File: config.mk
export PLATFORM = sky130hd
export DESIGN_NAME = pipe_ctrl
export DESIGN_NICKNAME = d
export VERILOG_FILES = /design/src/rtl/pipe_ctrl.sv
export SDC_FILE = /design/constraint.sdc
export NUM_CORES = 1
export LEC_CHECK = 0
export ABC_AREA = 1
export BUFFER_PORTS_ARGS = -buffer_cell sky130_fd_sc_hd__clkbuf_2
export CORE_AREA = 4 4 41 43
export DETAILED_ROUTE_END_ITERATION = 8
export DIE_AREA = 0 0 45 47
export MAX_ROUTING_LAYER = met4
export PLACE_DENSITY_LB_ADDON = 0.05
export SLEW_MARGIN = 15
export SYNTH_ARGS = -nofsm -noshare
export SYNTH_HDL_FRONTEND = slang
export SYNTH_SLANG_ARGS = --single-unit
File: constraint.sdc
create_clock -name clk -period 1.28 [get_ports clk]
set_input_delay 0.32 -clock clk [delete_from_list [all_inputs] [get_ports clk]]
set_output_delay 0.32 -clock clk [all_outputs]
set_load 0.005 [all_outputs]
File: src/rtl/pipe_ctrl.sv
// pipe_ctrl: central sequencer for the 5-stage core.
// Merges the decode load-use stall, EX branch resolution and memory-stage busy into per-stage
// enables and flushes, and runs the interrupt entry sequence:
//     drain -> push PC -> push flags -> vector.
//
// Ports:
//   clk, rst_n         core clock; asynchronous active-low reset
//   i_hazard_stall     load-use stall request from the decode hazard unit
//   i_branch_taken     EX resolved a taken branch/jump/call/ret
//   i_mem_busy         memory-stage access not complete
//   i_int_req          external interrupt (level)
//   i_rti_ex           RTI instruction in EX
//   o_en_f..o_en_w     pipeline register enables (PC, IF/ID, ID/EX, EX/MEM, MEM/WB)
//   o_flush_d/e        load a bubble into IF/ID / ID/EX
//   o_pc_sel           00 sequential, 01 branch target, 10 interrupt vector, 11 hold
//   o_int_push         00 none, 01 push PC, 10 push flags
//   o_int_ack          one-cycle pulse at vector fetch
//   o_int_mode         handler executing (registered)
//
// Build option NESTED_INT_EN: a 2-bit depth counter allows up to three nested handlers.
// Without it, a single interrupt level is supported.
module pipe_ctrl #(
    parameter int unsigned DRAIN_CYCLES = 3,
    parameter int unsigned CNT_W        = 2
) (
    input  logic       clk,
    input  logic       rst_n,
    input  logic       i_hazard_stall,
    input  logic       i_branch_taken,
    input  logic       i_mem_busy,
    input  logic       i_int_req,
    input  logic       i_rti_ex,
    output logic       o_en_f,
    output logic       o_en_d,
    output logic       o_en_e,
    output logic       o_en_m,
    output logic       o_en_w,
    output logic       o_flush_d,
    output logic       o_flush_e,
    output logic [1:0] o_pc_sel,
    output logic [1:0] o_int_push,
    output logic       o_int_ack,
    output logic       o_int_mode
);

    typedef enum logic [2:0] {
        StRun,
        StDrain,
        StPushPc,
        StPushFlags,
        StVector
    } state_e;

    localparam logic [CNT_W-1:0] DrainLoad = CNT_W'(DRAIN_CYCLES - 1);

    state_e           r_state, w_state_next;
    logic [CNT_W-1:0] r_cnt, w_cnt_next, w_cnt_dec;
    logic             w_int_ok;    // an interrupt may be accepted now
    logic             w_rti_qual;  // RTI retires this cycle
    logic             w_vector;
    logic             w_freeze;    // whole pipe holds
    logic             w_stall;     // front end holds, bubble enters EX
    logic             w_flush_all; // bubble into both IF/ID and ID/EX

    assign w_cnt_dec = r_cnt - CNT_W'(1);
    // RTI completes once EX can advance; a taken RTI is its own branch and retires with it.
    assign w_rti_qual = i_rti_ex & (i_branch_taken | ~i_mem_busy);

`ifdef NESTED_INT_EN
    logic [1:0] r_depth, w_depth_next;

    assign w_int_ok   = (r_depth != 2'd3);
    assign o_int_mode = (r_depth != 2'd0);

    always_comb begin
        w_depth_next = r_depth;
        if (w_vector) begin
            w_depth_next = r_depth + 2'd1;
        end else if (w_rti_qual && r_depth != 2'd0) begin
            w_depth_next = r_depth - 2'd1;
        end
    end

    always_ff @(posedge clk or negedge rst_n) begin
        if (!rst_n) begin
            r_depth <= 2'd0;
        end else begin
            r_depth <= w_depth_next;
        end
    end
`else
    logic r_int_mode, w_int_mode_next;

    assign w_int_ok   = ~r_int_mode;
    assign o_int_mode = r_int_mode;

    always_comb begin
        w_int_mode_next = r_int_mode;
        if (w_vector) begin
            w_int_mode_next = 1'b1;
        end else if (w_rti_qual) begin
            w_int_mode_next = 1'b0;
        end
    end

    always_ff @(posedge clk or negedge rst_n) begin
        if (!rst_n) begin
            r_int_mode <= 1'b0;
        end else begin
            r_int_mode <= w_int_mode_next;
        end
    end
`endif

    always_ff @(posedge clk or negedge rst_n) begin
        if (!rst_n) begin
            r_state <= StRun;
            r_cnt   <= '0;
        end else begin
            r_state <= w_state_next;
            r_cnt   <= w_cnt_next;
        end
    end

    always_comb begin
        w_state_next = r_state;
        w_cnt_next   = r_cnt;
        w_vector     = 1'b0;
        w_freeze     = 1'b0;
        w_stall      = 1'b0;
        w_flush_all  = 1'b0;
        o_pc_sel     = 2'b00;
        o_int_push   = 2'b00;
        o_int_ack    = 1'b0;

        unique case (r_state)
            StRun: begin
                if (i_mem_busy) begin
                    w_freeze = 1'b1;
                end else if (i_branch_taken) begin
                    w_flush_all = 1'b1;
                    o_pc_sel    = 2'b01;
                end else if (i_int_req && w_int_ok) begin
                    // The accept cycle is the first drain cycle.
                    w_stall = 1'b1;
                    if (DRAIN_CYCLES == 1) begin
                        w_state_next = StPushPc;
                    end else begin
                        w_state_next = StDrain;
                        w_cnt_next   = DrainLoad;
                    end
                end else if (i_hazard_stall) begin
                    w_stall = 1'b1;
                end
            end
            StDrain: begin
                if (i_mem_busy) begin
                    w_freeze = 1'b1;
                end else begin
                    w_stall    = 1'b1;
                    w_cnt_next = w_cnt_dec;
                    if (w_cnt_dec == '0) begin
                        w_state_next = StPushPc;
                    end
                end
            end
            StPushPc, StPushFlags: begin
                o_int_push = (r_state == StPushPc) ? 2'b01 : 2'b10;
                if (i_mem_busy) begin
                    w_freeze = 1'b1;
                end else begin
                    w_stall      = 1'b1;
                    w_state_next = (r_state == StPushPc) ? StPushFlags : StVector;
                end
            end
            StVector: begin
                w_vector     = 1'b1;
                w_flush_all  = 1'b1;
                o_pc_sel     = 2'b10;
                o_int_ack    = 1'b1;
                w_state_next = StRun;
            end
            default: begin
                w_state_next = StRun;
            end
        endcase

        if (w_freeze || w_stall) begin
            o_pc_sel = 2'b11;
        end
        o_en_f    = ~w_freeze & ~w_stall;
        o_en_d    = ~w_freeze & ~w_stall;
        o_en_e    = ~w_freeze;
        o_en_m    = ~w_freeze;
        o_en_w    = ~w_freeze;
        o_flush_d = w_flush_all;
        o_flush_e = w_flush_all | w_stall;

        // Reset holds every stage and keeps bubbles loaded.
        if (!rst_n) begin
            o_en_f     = 1'b0;
            o_en_d     = 1'b0;
            o_en_e     = 1'b0;
            o_en_m     = 1'b0;
            o_en_w     = 1'b0;
            o_flush_d  = 1'b1;
            o_flush_e  = 1'b1;
            o_pc_sel   = 2'b00;
            o_int_push = 2'b00;
            o_int_ack  = 1'b0;
        end
    end

endmodule

==> results of run 1 <==
-- sequential cells by signal, summed over array words and instances, names as in the netlist --
signal	cells
o_int_mode	1
r_cnt	2
r_state	3
-- through the flow --
step | total power, mW | hold slack (ns)
after global routing | 1.61 | 0.484
final | 1.49 | 0.457
after CTS | 1.39 | 0.450
after floorplan | 0.738 | 0.0244
after global placement | 0.963 | 0.253
after detailed placement | 0.963 | 0.254
-- worst max-delay path by stage --
stage	endpoint	slack, ns	cells past startpoint
5_1_grt	o_flush_e	-0.46	8
4_1_cts	o_pc_sel[1]	-0.33	8
2_1_floorplan	o_en_f	-0.03	7
6_report	o_flush_e	-0.36	8
3_5_place_dp	o_pc_sel[1]	-0.09	8
3_3_place_gp	o_pc_sel[1]	-0.08	8
-- kinds of logic after synthesis --
family,synth area share [%]
fa+ha+maj,2.55
compound gates,13.5
simple gates,35.2
flops,30.6
buf+inv,18.1
-- final cells by class --
| class | instances | area share, % |
|---|---|---|
| Tap cell | 15 | 2.19 |
| Timing Repair Buffer | 37 | 28.9 |
| Sequential cell | 6 | 17.7 |
| Inverter | 14 | 7.01 |
| Clock buffer | 3 | 2.63 |
| Multi-Input combinational cell | 48 | 41.6 |
-- critical path: cells and delay by family, from the launching register on --
family / cells / cell delay (ns)
flip-flops: 1 / 0.39
AND/OR/NAND/NOR: 5 / 0.38
buffers and inverters: 2 / 0.18
AO/OA/AOI/OAI: 1 / 0.12
-- cells in the mapped netlist (all sizes together) --
cell type   n  share of area, %
a21boi      1               1.5
a21oi       1               1.0
a31oi       1               1.3
a41oi       1               1.8
buf         4               6.9
dfrtp       6                31
ha          1               2.6
inv        14                11
nand2      14                12
nand3       6               8.2
nor2       14                12
nor3        2               3.1
o21ai       7               7.9
-- layer usage --
metal  vias to the layer above  share of wire (%)  GRT usage [%]  wire [um]
li1                        301                  -              -          -
met1                       265                 40           18.5        622
met2                        19                 50           25.4        766
met3                         6                6.5           3.83        100
met4                         0                3.0           12.9         46
met5                         -                  0              -          0
-- what timing repair did --
action	in CTS	in global routing
buffers inserted	16	2
pin swaps	11	16
gates cloned	0	0
hold endpoints to repair	6	0
resized for setup	22	14
setup endpoints to repair	16	17
hold buffers	1	0
-- power breakdown --
part           total, mW  internal [mW]  switching (mW)  leakage (nW)
clock network      0.183          0.107          0.0764        0.0138
registers          0.319          0.254          0.0659        0.0746
logic              0.991          0.455           0.536         0.352
==> results_dict.tcl, run 1 <==
set metrics [dict create \
    path_cells "inv_2 > nand2_2 > nand2_2 > nand2_4 > o21ai_2 > nand3_1 > nand3_1 > clkbuf_2" \
    r2r_start "o_int_mode" \
    numCtsBuffers 3 \
    gp_congestion 0.792 \
    avgSynthCellArea_um2 6.81 \
    worst_pin_slew_ns 0.318 \
    crit_start "o_int_mode" \
    dp_hpwl_um 973 \
    violations "setup timing" \
    drt_iter0_markers 10 \
    fin_worst_skew_ns 0.00291 \
    wl_per_cell_um 12.5 \
    synthToLayoutAreaGrowth_pct 74.7 \
    slew_violations 0 \
    tritoncts "done" \
    grt_max_degree 9 \
    layout.nets 118 \
    stdcell_count 123 \
    clock_path_buffers 2 \
    finalInstanceArea_um2 857 \
    start_util_pct 37.7 \
    viasPerCell 4.80 \
    peakVddDrop_v 0.00102 \
    final_common_cell "clkbuf_2" \
    setup_ws_ns -0.360 \
    insertion_delay_ns 0.25 \
    core_mm2 0.00130 \
    ff_latch_area_um2 151 \
    num_rows 13 \
    p_leak_nw 0.441 \
    place_area_um2 646 \
    vias 591 \
    crit_fanout 2 \
    firstDrtPassIters 4 \
    startpoint_type "flop" \
    syn_area_um2 490 \
    grtUsageTotal_pct 16.6 \
    htreeDepth 1 \
    rrSetupSlack_ns -0.14 \
    fillers 118 \
    required_ns 0.96 \
    port_buffers 19 \
    num_antenna_cells 0 \
    slowest_delay_ns 0.39 \
    period_needed_ns 1.64 \
    multi_input_area_um2 357 \
    p_per_area_mw_per_mm2 1740 \
    grt_pass1_vias 562 \
    yosysSeqAreaShare_pct 30.6 \
    final_util_pct 65.9 \
    ys_ff_latch 6 \
    outcome "finished with violations" \
    r2r_cells 9 \
    die_w_um 45 \
    routed_wirelength_um 1540 \
    setup-violations-final 17 \
    die-area_mm2 0.00212 \
    min_path_cells 3 \
    dp.cells 112 \
    drive_gt1_share_pct 63.0 \
    finalHoldViolations 0 \
    fin_crit_sh_pct 128 \
    rsz0062_at_grt "true" \
    synth.distinct_cells 22 \
    clockRootBuffer "clkbuf_4" \
    final_cell_mix "17 x clkbuf_2, 13 x buf_4, 9 x inv_1, 9 x nand2_1, 7 x nor2_1" \
    max_slew_margin_pct 78.7 \
    grt_pass1_wl_um 2360 \
    postRouteAntennaNets 0 \
    arrival_ns 1.32 \
    clkTransAtPathRegs_ns 0.05 \
    min_path_type "primary input to flop" \
    cts_sinks 6 \
    final.setup.tns_ns -3.52 \
    cp-end-kind "output port" \
    die_h_um 47 \
    antenna_found_initial 0 \
    synth_nets 80 \
    grt_overflow 0 \
    r2r-end "r_state[0]" \
    hp-start "i_rti_ex" \
    ios 20 \
    drc 0 \
    path_class "flop to output port" \
    slowest_stage "dfrtp_1" \
    fmax_ghz 0.610 \
    maxCapViolCount 0 \
    hold_end "o_int_mode" \
    place_ws_ns -0.0894 \
    yosys_warnings 0 \
    syn_inst 72 \
]
Power figures use the tool's default switching activity.
==> run 2: changes to the inputs <==
Settings changed: CAP_MARGIN from default to 10, MAX_ROUTING_LAYER met4 to default, TNS_END_PERCENT from default to 20.
==> results_dict.tcl, run 2 (synthesis results as in run 1) <==
set metrics [dict create \
    cp-end-kind "output port" \
    p_per_area_mw_per_mm2 1720 \
    setup_ws_ns -0.355 \
    fin_crit_sh_pct 128 \
    required_ns 0.96 \
    maxCapViolCount 0 \
    clkTransAtPathRegs_ns 0.05 \
    p_seq_share_pct 24.8 \
    viasPerCell 4.63 \
    slowest_stage "dfrtp_1" \
    arrival_ns 1.31 \
    peakVddDrop_v 0.000934 \
    p_comb_share_pct 61.4 \
    port_buffers 19 \
    slowest_delay_ns 0.39 \
    power_mw 1.29 \
    clockPowerShare_pct 13.8 \
    grtUsageTotal_pct 14.0 \
    ios 20 \
    die_h_um 47 \
    drc 0 \
    min_path_type "primary input to flop" \
    synthToLayoutAreaGrowth_pct 53.1 \
    place_area_um2 646 \
    firstDrtPassIters 4 \
    path_class "flop to output port" \
    gp_congestion 0.781 \
    drt_iter0_markers 18 \
    top_register "r_state" \
    dp.cells 112 \
    max_slew_margin_pct 79.2 \
    grt_max_degree 9 \
    antenna_found_initial 0 \
    clock_path_buffers 2 \
    grt_pass1_wl_um 2050 \
    grt_overflow 0 \
    finalHoldViolations 0 \
    num_rows 13 \
    hold_ws_ns 0.452 \
    fin_worst_skew_ns 0.00375 \
    switchingPower_mw 0.562 \
    finalInstanceArea_um2 751 \
    largest_reg_flops 3 \
    final_common_cell "clkbuf_2" \
    internal_power_mw 0.727 \
    switching_share_pct 43.6 \
    die-area_mm2 0.00212 \
    place_ws_ns -0.0894 \
    start_util_pct 37.7 \
    tritoncts "done" \
    rsz0062_at_grt "true" \
    final_cell_mix "19 x clkbuf_2, 10 x nand2_1, 9 x inv_1, 9 x nor2_1, 9 x buf_4" \
    p_leak_nw 0.403 \
    numCtsBuffers 3 \
    startpoint_type "flop" \
    final.setup.tns_ns -2.84 \
    setup-violations-final 14 \
    violations "setup timing" \
    slew_violations 0 \
    drive_gt1_share_pct 52.9 \
    wl_per_cell_um 10.9 \
    postRouteAntennaNets 0 \
    vias 542 \
    insertion_delay_ns 0.25 \
    period_needed_ns 1.63 \
    num_antenna_cells 0 \
    routed_wirelength_um 1280 \
    core_mm2 0.00130 \
    cts_sinks 6 \
    die_w_um 45 \
    fmax_ghz 0.612 \
    cp_common_cell "nand2_2" \
    dp_hpwl_um 973 \
    layout.nets 112 \
    htreeDepth 1 \
    grt_pass1_vias 481 \
    outcome "finished with violations" \
    worst_pin_slew_ns 0.311 \
    clockRootBuffer "clkbuf_4" \
    stdcell_count 117 \
    path_cells "inv_2 > nand2_2 > nand2_2 > nand2_2 > a31oi_4 > nand2_1 > nand2_1 > clkbuf_2" \
    crit_fanout 2 \
    final_util_pct 57.7 \
]
run 2: final cells by class:
| cell class | instances | area [um2] |
|---|---|---|
| clock buffers | 3 | 22.5 |
| fillers | 132 | 551 |
| inverters | 14 | 57.6 |
| multi-input cells | 48 | 305 |
| repair buffers | 31 | 195 |
| well taps | 15 | 18.8 |
| flip-flops and latches | 6 | 151 |
run 2: repair_timing:
action	CTS	global route
endpoints found under the hold margin	6	0
gates resized for setup	13	5
hold buffers	1	0
endpoints found under the setup margin	16	17
pin swaps	2	4
setup buffers	0	1
run 2: final timing paths:
check	startpoint	to	slack [ns]	cells past startpoint
worst max-delay path	o_int_mode	o_pc_sel[1]	-0.35	8
worst min-delay path	i_rti_ex	o_int_mode	0.45	3
worst max register to register	o_int_mode	r_cnt[1]	-0.02	8
worst min register to register	r_cnt[0]	r_cnt[0]	0.48	1
max in group asynchronous	rst_n	r_state[2]	0.40	3
min in group asynchronous	rst_n	r_state[0]	0.63	3
run 2: critical path, delay by kind of cell, from the launching register on:
kind | cells | cell delay, ns
AO/OA/AOI/OAI | 1 | 0.19
flip-flops | 1 | 0.39
buffers and inverters | 2 | 0.17
AND/OR/NAND/NOR | 5 | 0.32
run 2: per-layer routing:
layer / share of wire [%] / track usage (%)
met1: 43 / 17.1
met3: 9.4 / 3.83
met4: 0.71 / 8.77
met2: 47 / 21.8
met5: 0 / 0
run 2: power groups by stage:
| stage | clock network, mW | registers, mW | logic (mW) |
|---|---|---|---|
| detailed placement | 0 | 0.299 | 0.664 |
| global placement | 0 | 0.298 | 0.666 |
| global route | 0.205 | 0.326 | 0.878 |
| CTS | 0.189 | 0.313 | 0.757 |
| finish | 0.178 | 0.319 | 0.792 |
| floorplan | 0 | 0.315 | 0.423 |
==> run 3: changes to the inputs <==
Settings changed: CTS_BUF_LIST from default to sky130_fd_sc_hd__clkbuf_2 sky130_fd_sc_hd__clkbuf_4 sky130_fd_sc_hd__clkbuf_8, PLACE_DENSITY from default to 0.65, PLACE_DENSITY_LB_ADDON 0.05 to default.
==> results_dict.tcl, run 3 (synthesis results as in run 1) <==
set metrics [dict create \
    insertion_delay_ns 0.24 \
    grt_overflow 0 \
    firstDrtPassIters 3 \
    largest_reg_flops 3 \
    final.setup.tns_ns -2.33 \
    period_needed_ns 1.59 \
    fin_worst_skew_ns 0.00482 \
    clockRootBuffer "clkbuf_4" \
    switching_share_pct 43.9 \
    slew_violations 0 \
    worst_pin_slew_ns 0.254 \
    drc 0 \
    dp_hpwl_um 936 \
    layout.nets 109 \
    die-area_mm2 0.00212 \
    top_register "r_state" \
    num_antenna_cells 0 \
    power_mw 1.24 \
    fmax_ghz 0.627 \
    die_w_um 45 \
    place_ws_ns -0.0853 \
    drt_iter0_markers 3 \
    ios 20 \
    p_per_area_mw_per_mm2 1710 \
    stdcell_count 114 \
    internal_power_mw 0.698 \
    final_util_pct 55.9 \
    antenna_found_initial 0 \
    clock_path_buffers 2 \
    core_mm2 0.00130 \
    arrival_ns 1.27 \
    rsz0062_at_grt "true" \
    switchingPower_mw 0.545 \
    fin_crit_sh_pct 125 \
    routed_wirelength_um 1240 \
    numCtsBuffers 3 \
    start_util_pct 37.7 \
    tritoncts "done" \
    required_ns 0.96 \
    grt_pass1_vias 516 \
    grtUsageTotal_pct 13.1 \
    gp_congestion 0.768 \
    grt_max_degree 11 \
    finalHoldViolations 0 \
    cp-end-kind "output port" \
    hold_ws_ns 0.00832 \
    p_leak_nw 0.392 \
    final_cell_mix "18 x clkbuf_2, 12 x nand2_1, 10 x inv_1" \
    setup_ws_ns -0.314 \
    hold_buffers 0 \
    peakVddDrop_v 0.00106 \
    htreeDepth 1 \
    num_rows 13 \
    grt_pass1_wl_um 1990 \
    finalInstanceArea_um2 727 \
    vias 533 \
    max_slew_margin_pct 83.0 \
    final_common_cell "clkbuf_2" \
    p_seq_share_pct 25.6 \
    postRouteAntennaNets 0 \
    clkTransAtPathRegs_ns 0.05 \
    maxCapViolCount 0 \
    outcome "finished with violations" \
    min_path_type "primary input to asynchronous set/reset pin" \
    path_class "flop to output port" \
    violations "setup timing" \
    synthToLayoutAreaGrowth_pct 48.2 \
    cts_sinks 6 \
    setup-violations-final 12 \
    crit_fanout 2 \
    wl_per_cell_um 10.9 \
    viasPerCell 4.68 \
    startpoint_type "flop" \
    p_comb_share_pct 60.3 \
    port_buffers 19 \
    place_area_um2 631 \
    dp.cells 110 \
    clockPowerShare_pct 14.1 \
    drive_gt1_share_pct 51.5 \
    die_h_um 47 \
]
[run 3: cell types whose count changed in the layout (fill, tap and decap cells not counted), moves of 2 or more]
cell	change
buf_4	-3
nand2_2	-2
nand2_1	+2
nor2_4	+2
[run 3: cell type report]
| cell class | count | area, um2 |
|---|---|---|
| multi-input combinational | 48 | 303 |
| timing repair buffer | 28 | 174 |
| clock buffer | 3 | 22.5 |
| fill | 138 | 574 |
| inverter | 14 | 57.6 |
| tap | 15 | 18.8 |
| sequential | 6 | 151 |
[run 3: metal layers]
metal | wire (um) | track usage [%] | vias up
met5 | 0 | 0 | -
met4 | 5 | 8.77 | 0
met3 | 64 | 2.30 | 2
met2 | 672 | 22.9 | 11
met1 | 498 | 14.6 | 239
li1 | - | - | 281
[run 3: what timing repair did]
| action | in CTS | in global routing |
|---|---|---|
| pin swaps | 2 | 4 |
| endpoints found under the setup margin | 12 | 17 |
| setup buffers | 1 | 0 |
| resized for setup | 12 | 7 |
[run 3: final timing paths]
kind                                  from     endpoint  slack (ns)  depth (start not counted)
worst max-delay path            o_int_mode  o_pc_sel[1]       -0.31                          8
worst min-delay path                 rst_n   r_state[0]       0.008                          2
worst max register to register  o_int_mode   r_state[0]        0.02                          8
worst min register to register    r_cnt[0]     r_cnt[0]        0.51                          1
max in group asynchronous            rst_n   r_state[2]        1.12                          2
min in group clk                  i_rti_ex   o_int_mode        0.47                          3
[run 3: worst max-delay path, cell delays in order, from the launching register on]
cell and delay [ns]:
dfrtp_1 0.37, inv_1 0.07, nand2_1 0.06, nand2_1 0.07, nand2_2 0.07, a31oi_2 0.15, nand2_1 0.08, nand2_1 0.06
clkbuf_2 0.11
[run 3: power groups by stage]
| stage | Sequential (mW) | Clock [mW] | Combinational [mW] |
|---|---|---|---|
| floorplan | 0.315 | 0 | 0.423 |
| global placement | 0.297 | 0 | 0.626 |
| detailed placement | 0.299 | 0 | 0.637 |
| CTS | 0.316 | 0.188 | 0.732 |
| global route | 0.323 | 0.200 | 0.842 |
| finish | 0.318 | 0.175 | 0.750 |
